[config.mk]
export PLATFORM = sky130hd
export DESIGN_NAME = fft_buffer_scheduler
export DESIGN_NICKNAME = d
export VERILOG_FILES = /design/src/rtl/fft_sched_pkg.sv /design/src/rtl/sched_watchdog.sv /design/src/rtl/fft_buffer_scheduler.sv
export SDC_FILE = /design/constraint.sdc
export NUM_CORES = 1
export LEC_CHECK = 0
export CAP_MARGIN = 20
export CORE_MARGIN = 1
export CORE_UTILIZATION = 30
export DETAILED_ROUTE_END_ITERATION = 12
export MAX_ROUTING_LAYER = met4
export PLACE_DENSITY = 0.46
export SLEW_MARGIN = 20
export SYNTH_ARGS = -nofsm -noshare
export SYNTH_HDL_FRONTEND = slang
export SYNTH_SLANG_ARGS = --single-unit
[constraint.sdc]
create_clock -name clk -period 2.6 [get_ports clk]
set_input_delay 0.26 -clock clk [delete_from_list [all_inputs] [get_ports clk]]
set_output_delay 0.26 -clock clk [all_outputs]
set_load 0.01 [all_outputs]
[src/rtl/fft_sched_pkg.sv]
// rtl/fft_sched_pkg.sv - shared state encoding and constants for the FFT buffer scheduler
package fft_sched_pkg;

    typedef enum logic [1:0] {
        IDLE  = 2'd0,
        SWAP  = 2'd1,
        START = 2'd2,
        RUN   = 2'd3
    } sched_state_t;

    localparam int DEFAULT_TIMEOUT = 2**20;
    localparam int ACK_MASK_CYCLES = 2;

endpackage

[src/rtl/sched_watchdog.sv]
// rtl/sched_watchdog.sv - FFT watchdog counter with load, enable and terminal count
module sched_watchdog
    import fft_sched_pkg::*;
#(
    parameter int TIMEOUT_CYCLES = DEFAULT_TIMEOUT,
    parameter int TMR_W          = 21
) (
    input  logic clk,
    input  logic rst_n,
    input  logic load,
    input  logic en,
    output logic tc
);

    localparam logic [TMR_W-1:0] TC_VAL = TMR_W'(TIMEOUT_CYCLES - 1);

    logic [TMR_W-1:0] cnt;

    // Holds at terminal count so an idle watchdog never wraps back through zero
    always_ff @(posedge clk or negedge rst_n) begin
        if (!rst_n) begin
            cnt <= '0;
        end else if (load) begin
            cnt <= '0;
        end else if (en && !tc) begin
            cnt <= cnt + 1'b1;
        end
    end

    assign tc = (cnt == TC_VAL);

endmodule

[src/rtl/fft_buffer_scheduler.sv]
// rtl/fft_buffer_scheduler.sv - ping-pong audio buffer swap and FFT launch sequencer
module fft_buffer_scheduler
    import fft_sched_pkg::*;
#(
    parameter int TIMEOUT_CYCLES = DEFAULT_TIMEOUT,
    parameter int TMR_W          = 21,
    parameter int OVR_W          = 8
) (
    input  logic             clk,
    input  logic             rst_n,
    input  logic             enable_i,
    input  logic             aud_buff_empty_i,
    output logic             aud_buff_empty_ack_o,
    output logic             aud_buff_filled_o,
    output logic             buff_active_sel_o,
    output logic             fft_start_o,
    input  logic             fft_done_i,
    output logic [OVR_W-1:0] overrun_cnt_o,
    output logic             timeout_o
);

    localparam logic [1:0] MASK_LOAD = 2'(ACK_MASK_CYCLES);

    sched_state_t     state, state_nx;
    logic [1:0]       mask, mask_nx;
    logic             empty_q;
    logic             wd_tc;
    logic             ack_nx, filled_nx, sel_nx, start_nx, timeout_nx;
    logic [OVR_W-1:0] ovr_nx;
    logic             req_ok, overrun_evt;

    sched_watchdog #(
        .TIMEOUT_CYCLES (TIMEOUT_CYCLES),
        .TMR_W          (TMR_W)
    ) u_watchdog (
        .clk   (clk),
        .rst_n (rst_n),
        .load  (state == SWAP),
        .en    ((state == START) || (state == RUN)),
        .tc    (wd_tc)
    );

    assign req_ok = enable_i && aud_buff_empty_i && (mask == 2'd0);

    // A request landing on the done cycle is serviced next from IDLE, not counted
    assign overrun_evt = (state == RUN) && (mask == 2'd0) && !fft_done_i
                         && aud_buff_empty_i && !empty_q;

    always_comb begin
        state_nx   = state;
        ack_nx     = 1'b0;
        start_nx   = 1'b0;
        filled_nx  = aud_buff_filled_o;
        sel_nx     = buff_active_sel_o;
        timeout_nx = timeout_o;
        mask_nx    = (mask != 2'd0) ? mask - 2'd1 : mask;
        ovr_nx     = overrun_cnt_o;
        if (overrun_evt && (overrun_cnt_o != '1)) begin
            ovr_nx = overrun_cnt_o + 1'b1;
        end

        case (state)
            IDLE: begin
                if (req_ok) begin
                    state_nx  = SWAP;
                    ack_nx    = 1'b1;
                    sel_nx    = ~buff_active_sel_o;
                    filled_nx = 1'b1;
                    mask_nx   = MASK_LOAD;
                end
            end
            SWAP: begin
                state_nx = START;
                start_nx = 1'b1;
            end
            START: begin
                state_nx = RUN;
            end
            RUN: begin
                if (fft_done_i) begin
                    state_nx  = IDLE;
                    filled_nx = 1'b0;
                end else if (wd_tc) begin
                    state_nx   = IDLE;
                    filled_nx  = 1'b0;
                    timeout_nx = 1'b1;
                end
            end
            default: state_nx = IDLE;
        endcase
    end

    always_ff @(posedge clk or negedge rst_n) begin
        if (!rst_n) begin
            state                <= IDLE;
            mask                 <= 2'd0;
            empty_q              <= 1'b0;
            aud_buff_empty_ack_o <= 1'b0;
            aud_buff_filled_o    <= 1'b0;
            buff_active_sel_o    <= 1'b0;
            fft_start_o          <= 1'b0;
            overrun_cnt_o        <= '0;
            timeout_o            <= 1'b0;
        end else begin
            state                <= state_nx;
            mask                 <= mask_nx;
            empty_q              <= aud_buff_empty_i;
            aud_buff_empty_ack_o <= ack_nx;
            aud_buff_filled_o    <= filled_nx;
            buff_active_sel_o    <= sel_nx;
            fft_start_o          <= start_nx;
            overrun_cnt_o        <= ovr_nx;
            timeout_o            <= timeout_nx;
        end
    end

endmodule

==> out/qor.csv, run 1 <==
metric,value,unit
cts_buffers,5,
die_x,85.6,µm
grt_max_degree,40,
path_common_cell,nand3_1,
grtUsageMet3,3.27,%
postSynthCellCount,222,
coreArea,0.00676,mm²
antenna_found_initial,0,
hold_path_class,in -> async,
cts-root-buf,clkbuf_8,
drv_slew,0,
crit_required,2.77,ns
critPathSlowestCell,or3_4,
dr.first_iter.drc_count,63,
power_frac_seq,41.8,%
crit_path_start_kind,flip-flop,
post-place-ws,0.537,ns
syn_to_final_growth,15.5,%
port_buffers,17,
wl_per_cell,14.0,µm
fmax,0.490,GHz
fp.dieH,85.6,µm
intPower,1.22,mW
clockBufferDepth,2,
num_vias,1651,
synth_area_leader_cell,dfrtp_1,
drt_wl_total,4520,µm
finalWorstSetupSlack,0.559,ns
cts_resized,0,
place.gp.congestion,0.773,
dp_cells,314,
viasPerCell,5.13,
outcome,"finished, final reports clean",
end_kind,flip-flop,
io_pins,18,
post-route-drc-count,0,
final-seq-area,976,µm²
grt_usage,13.8,%
drv_cap,0,
sw_frac_of_total,39.0,%
antenna_cells,0,
use_met1,16.7,%
cpPeakStageDelay,0.43,ns
finalNonFillerCells,322,
synth.cell_area,0.00210,mm²
fillers,703,
ir_worst_vdd,394,µV
path_cells,ha_1 -> nand3_1 -> or3_4 -> o41ai_4 -> buf_4 -> or4_1 -> nand3_1,
pwr-share-comb,37.3,%
p_clk_share,20.9,%
dr.pass1.iters,4,
synth_enable_flop_cells,0,
cts_tree,done,
synth_area_leaders,"dfrtp_1, nand2_1, nand3_1",
cp.arrival,2.21,ns
final_core_util,35.8,%
ant_nets,0,
synth_most_common_cell,dfrtp_1,
setup_viol,0,
clkTransAtPathRegs,0.09,ns
synth_nets,234,
multi_input_area,0.00103,mm²
ys_top_cells_by_count,"dfrtp_1, nand2_1, nand3_1",
rsz0062_at_grt,no,
setup_tns,0,ns
place_hpwl,3100,µm
ys_seq_elements,39,
h-tree-depth,2,
busiest_layer,met2,
grt_pass1_vias,1608,
power_switching,776,µW
floorplan.initialDensity,31.0,%
power-per-cell-area,822,mW/mm²
crit_type,reg -> reg,
drive_gt1_share,10.3,%
ys_types,39,
seq_area_frac_synth,46.6,%
period_needed,2.04,ns
clock_sinks,39,
clock_skew,0.0120,ns
power.leakage,1.01,nW
worst_pin_slew,0.894,ns
grt_pass1_wl,7730,µm
crit_buf_inv,1,
p_total,1.99,mW
yosys_most_used_dff,dfrtp_1,
yosysTopAreaCellShare,46.6,%
num_rows,30,
final_net_count,253,
async_flop_share,100,%
overflow,0,
hold_buffers,0,
dieArea,0.00732,mm²
clk_latency,0.30,ns
cp_max_fo,15,
cp_top_family,simple AND/OR/NAND/NOR gates,
yosys_warnings,0,
met2_usage,23.0,%
finalHoldViolCount,0,
synth.avg_cell_area,9.44,µm²
post_cts_buffers,0,
period_share,78.5,%
max-slew-margin-rel,40.4,%
## registers in the layout, indices dropped and copies added (netlist names)
signal	cells
aud_buff_empty_ack_o	1
aud_buff_filled_o	1
buff_active_sel_o	1
empty_q	1
fft_start_o	1
mask	2
overrun_cnt_o	8
state	2
timeout_o	1
u_watchdog.cnt	21
## per-layer routing
layer,up-vias,part of all wire (%),wire length (µm)
met1,784,49,2230
met4,0,0.77,35
met3,4,3.3,151
met5,-,0,0
met2,27,47,2110
li1,836,-,-
## worst reg2reg max path, cell delays in order (launching register included)
cell and delay [ns]:
dfrtp_1 0.39, ha_1 0.28, nand3_1 0.12, or3_4 0.43, o41ai_4 0.24, buf_4 0.25
or4_1 0.13, nand3_1 0.08
## power by group through the flow
stage	registers, mW	clock network [mW]	logic, mW
floorplan	0.834	0	0.523
global placement	0.846	0	0.751
detailed placement	0.846	0	0.758
CTS	0.834	0.435	0.760
global route	0.852	0.462	0.825
finish	0.832	0.415	0.743
## cell usage in the layout, fill, tap and decap left out, types with 3 or more instances in the layout
cell type	synthesis	routed
nor2b_1	3	3
dfrtp_1	39	39
mux2i_1	3	3
xnor2_1	7	7
nor2_1	11	11
buf_4	0	4
a21oi_1	6	6
or2_2	3	3
clkbuf_8	0	5
o21ai_0	5	5
nor3_1	8	8
nand3_1	21	21
nor4_1	4	4
or4_1	8	8
o211ai_1	3	3
ha_1	7	7
clkdlybuf4s50_1	0	16
inv_1	7	7
nand2_1	36	36
a31oi_1	5	5
nand4_1	13	13
## per-stage QoR
step	hold slack, ns	instance area, µm²
2_1_floorplan	-0.0356	2100
3_3_place_gp	0.438	2330
3_5_place_dp	0.443	2330
4_1_cts	0.117	2420
5_1_grt	0.166	2420
6_report	0.0857	2420
## worst paths after layout
| check | startpoint | endpoint | slack, ns | depth (start not counted) |
|---|---|---|---|---|
| setup / recovery | u_watchdog.cnt[0] | u_watchdog.cnt[18] | 0.56 | 7 |
| hold / removal | rst_n | overrun_cnt_o[6] | 0.09 | 1 |
| setup reg to reg | u_watchdog.cnt[0] | u_watchdog.cnt[18] | 0.56 | 7 |
| hold reg to reg | mask[0] | mask[0] | 0.45 | 1 |
| max in group asynchronous | rst_n | u_watchdog.cnt[11] | 1.95 | 1 |
| min in group clk | mask[0] | mask[0] | 0.45 | 1 |
## cells by family after synthesis
group	after synthesis	share of synthesized area, %
simple gates	119	29.7
flops	39	46.6
mux	5	2.69
fa+ha+maj	7	4.18
buf+inv	16	4.06
xor+xnor	8	3.34
compound gates	28	9.43
## final cells by class
cell class | instances | area share [%]
Multi-Input combinational cell | 167 | 42.7
Sequential cell | 39 | 40.3
Timing Repair Buffer | 21 | 8.06
Tap cell | 80 | 4.13
Clock buffer | 5 | 2.84
Inverter | 7 | 1.09
Clock inverter | 3 | 0.827
Power figures use the tool's default switching activity.
==> run 2: changes to the inputs <==
Clock period 2.6 ns to 2 ns, I/O delays scaled along.
==> out/qor.csv, run 2 (synthesis results as in run 1) <==
metric,value,unit
place_hpwl,3230,µm
power_frac_seq,37.6,%
setup_tns,0,ns
rsz0062_at_grt,yes,
hold_path_class,in -> reg,
finalNonFillerCells,337,
clockBufferDepth,2,
pwr-share-comb,39.1,%
cts_tree,done,
wl_per_cell,14.5,µm
num_vias,1722,
cp.arrival,2.14,ns
period_needed,1.96,ns
crit_type,reg -> reg,
post-route-drc-count,0,
worstRegToRegCells,7,
drv_slew,0,
min_path_cells,1,
die_x,85.6,µm
sw_frac_of_total,37.1,%
largest_reg_flops,21,
final_core_util,38.7,%
clock_sinks,39,
intPower,1.81,mW
clk_latency,0.30,ns
overflow,0,
port_buffers,17,
whs_endpoint,empty_q,
fmax,0.511,GHz
end_kind,flip-flop,
setup_viol,0,
crit_required,2.19,ns
syn_to_final_growth,24.9,%
r2r-end,u_watchdog.cnt[19],
clock_skew,0.00732,ns
max-slew-margin-rel,65.7,%
antenna_cells,0,
dieArea,0.00732,mm²
p_clk_share,23.3,%
clkTransAtPathRegs,0.08,ns
hold_ws,0.436,ns
io_pins,18,
worst_pin_slew,0.515,ns
h-tree-depth,2,
coreArea,0.00676,mm²
regToRegSetupSlack,0.04,ns
final_common_cell,dfrtp_1,
floorplan.initialDensity,31.0,%
ir_worst_vdd,475,µV
power.leakage,1.11,nW
ant_nets,0,
cts_buffers,5,
dr.first_iter.drc_count,96,
dp_cells,325,
grt_max_degree,40,
drv_cap,0,
outcome,"finished, final reports clean",
period_share,97.8,%
antenna_found_initial,0,
final_net_count,268,
drive_gt1_share,19.8,%
top_register,u_watchdog.cnt,
hold_start,aud_buff_empty_i,
grt_usage,14.8,%
power_switching,1.07,mW
cp_max_fo,5,
cts-root-buf,clkbuf_8,
grt_pass1_vias,1681,
drt_wl_total,4880,µm
mostFrequentLayoutCells,"dfrtp_1, nand2_1, nand3_1",
power-per-cell-area,1100,mW/mm²
finalHoldViolCount,0,
viasPerCell,5.11,
worstReg2RegStart,u_watchdog.cnt[1],
fp.dieH,85.6,µm
grt_pass1_wl,8310,µm
num_rows,30,
place.gp.congestion,0.794,
crit_path_start_kind,flip-flop,
reg_top3,"u_watchdog.cnt: 21 flops, overrun_cnt_o: 8 flops",
dr.pass1.iters,4,
-- run 2: cell types whose count changed in the layout (fill, tap and decap cells not counted), moves of 2 or more --
cell and delta:
dfrtp_2 +3, ha_1 -2, buf_6 +2, nand3_1 -2, nand3_2 +2, buf_4 +12, dfrtp_1 -3
-- run 2: per-layer routing --
| layer | share of wire [%] | GRT usage (%) | up-vias |
|---|---|---|---|
| met1 | 51 | 20.6 | 818 |
| met3 | 3.5 | 3.37 | 7 |
| li1 | - | - | 866 |
| met2 | 44 | 21.2 | 31 |
| met4 | 1.2 | 5.30 | 0 |
| met5 | 0 | - | - |
-- run 2: how the worst max path moves through the flow --
stage	start	end	slack (ns)	cells after the start
5_1_grt	u_watchdog.cnt[1]	u_watchdog.cnt[19]	-0.05	7
4_1_cts	u_watchdog.cnt[0]	u_watchdog.cnt[18]	0.02	7
2_1_floorplan	u_watchdog.cnt[0]	u_watchdog.cnt[10]	0.18	7
3_5_place_dp	u_watchdog.cnt[0]	u_watchdog.cnt[14]	-0.02	7
6_report	u_watchdog.cnt[1]	u_watchdog.cnt[19]	0.04	7
3_3_place_gp	u_watchdog.cnt[0]	u_watchdog.cnt[18]	0.07	7
-- run 2: stage by stage --
step           setup WS, ns  instance area, µm²  total power [mW]
2_1_floorplan         0.179                2100              1.76
3_3_place_gp         0.0655                2410              2.11
3_5_place_dp        -0.0187                2410              2.11
4_1_cts              0.0192                2540              2.81
5_1_grt             -0.0545                2620              3.12
6_report             0.0439                2620              2.88
-- run 2: repair_timing --
item                                   CTS  global route
endpoints found under the hold margin   39             0
resized for setup                        1            17
setup buffers                            0             1
setup endpoints to repair                6            14
pin swaps                                0             3
hold buffers                             1             0
gates cloned                             0             2
-- run 2: power groups by stage --
stage	clock, mW	combinational [mW]	sequential (mW)
5_1_grt	0.736	1.27	1.11
3_5_place_dp	0	1.02	1.09
4_1_cts	0.702	1.03	1.08
6_report	0.671	1.13	1.08
2_1_floorplan	0	0.679	1.08
3_3_place_gp	0	1.01	1.10
-- run 2: cell type report --
class / instances / area [µm²]
fillers: 686 / 4140
multi-input cells: 167 / 1080
flip-flops and latches: 39 / 980
repair buffers: 36 / 318
well taps: 80 / 100
clock buffers: 5 / 68.8
clock inverters: 3 / 43.8
inverters: 7 / 30.0
-- run 2: worst max-delay path, stage by stage, from the launching register on --
cell and delay [ns]:
dfrtp_1 0.42, ha_4 0.18, nand3_2 0.06, or3_4 0.42, o41ai_4 0.36, buf_4 0.23
or4_1 0.11, nand3_1 0.07
==> run 3: changes to the inputs <==
Settings changed: SLEW_MARGIN 20 to not set.
==> results of run 3 <==
Same layout as run 2: the final DEF is identical, and so are final timing and power.
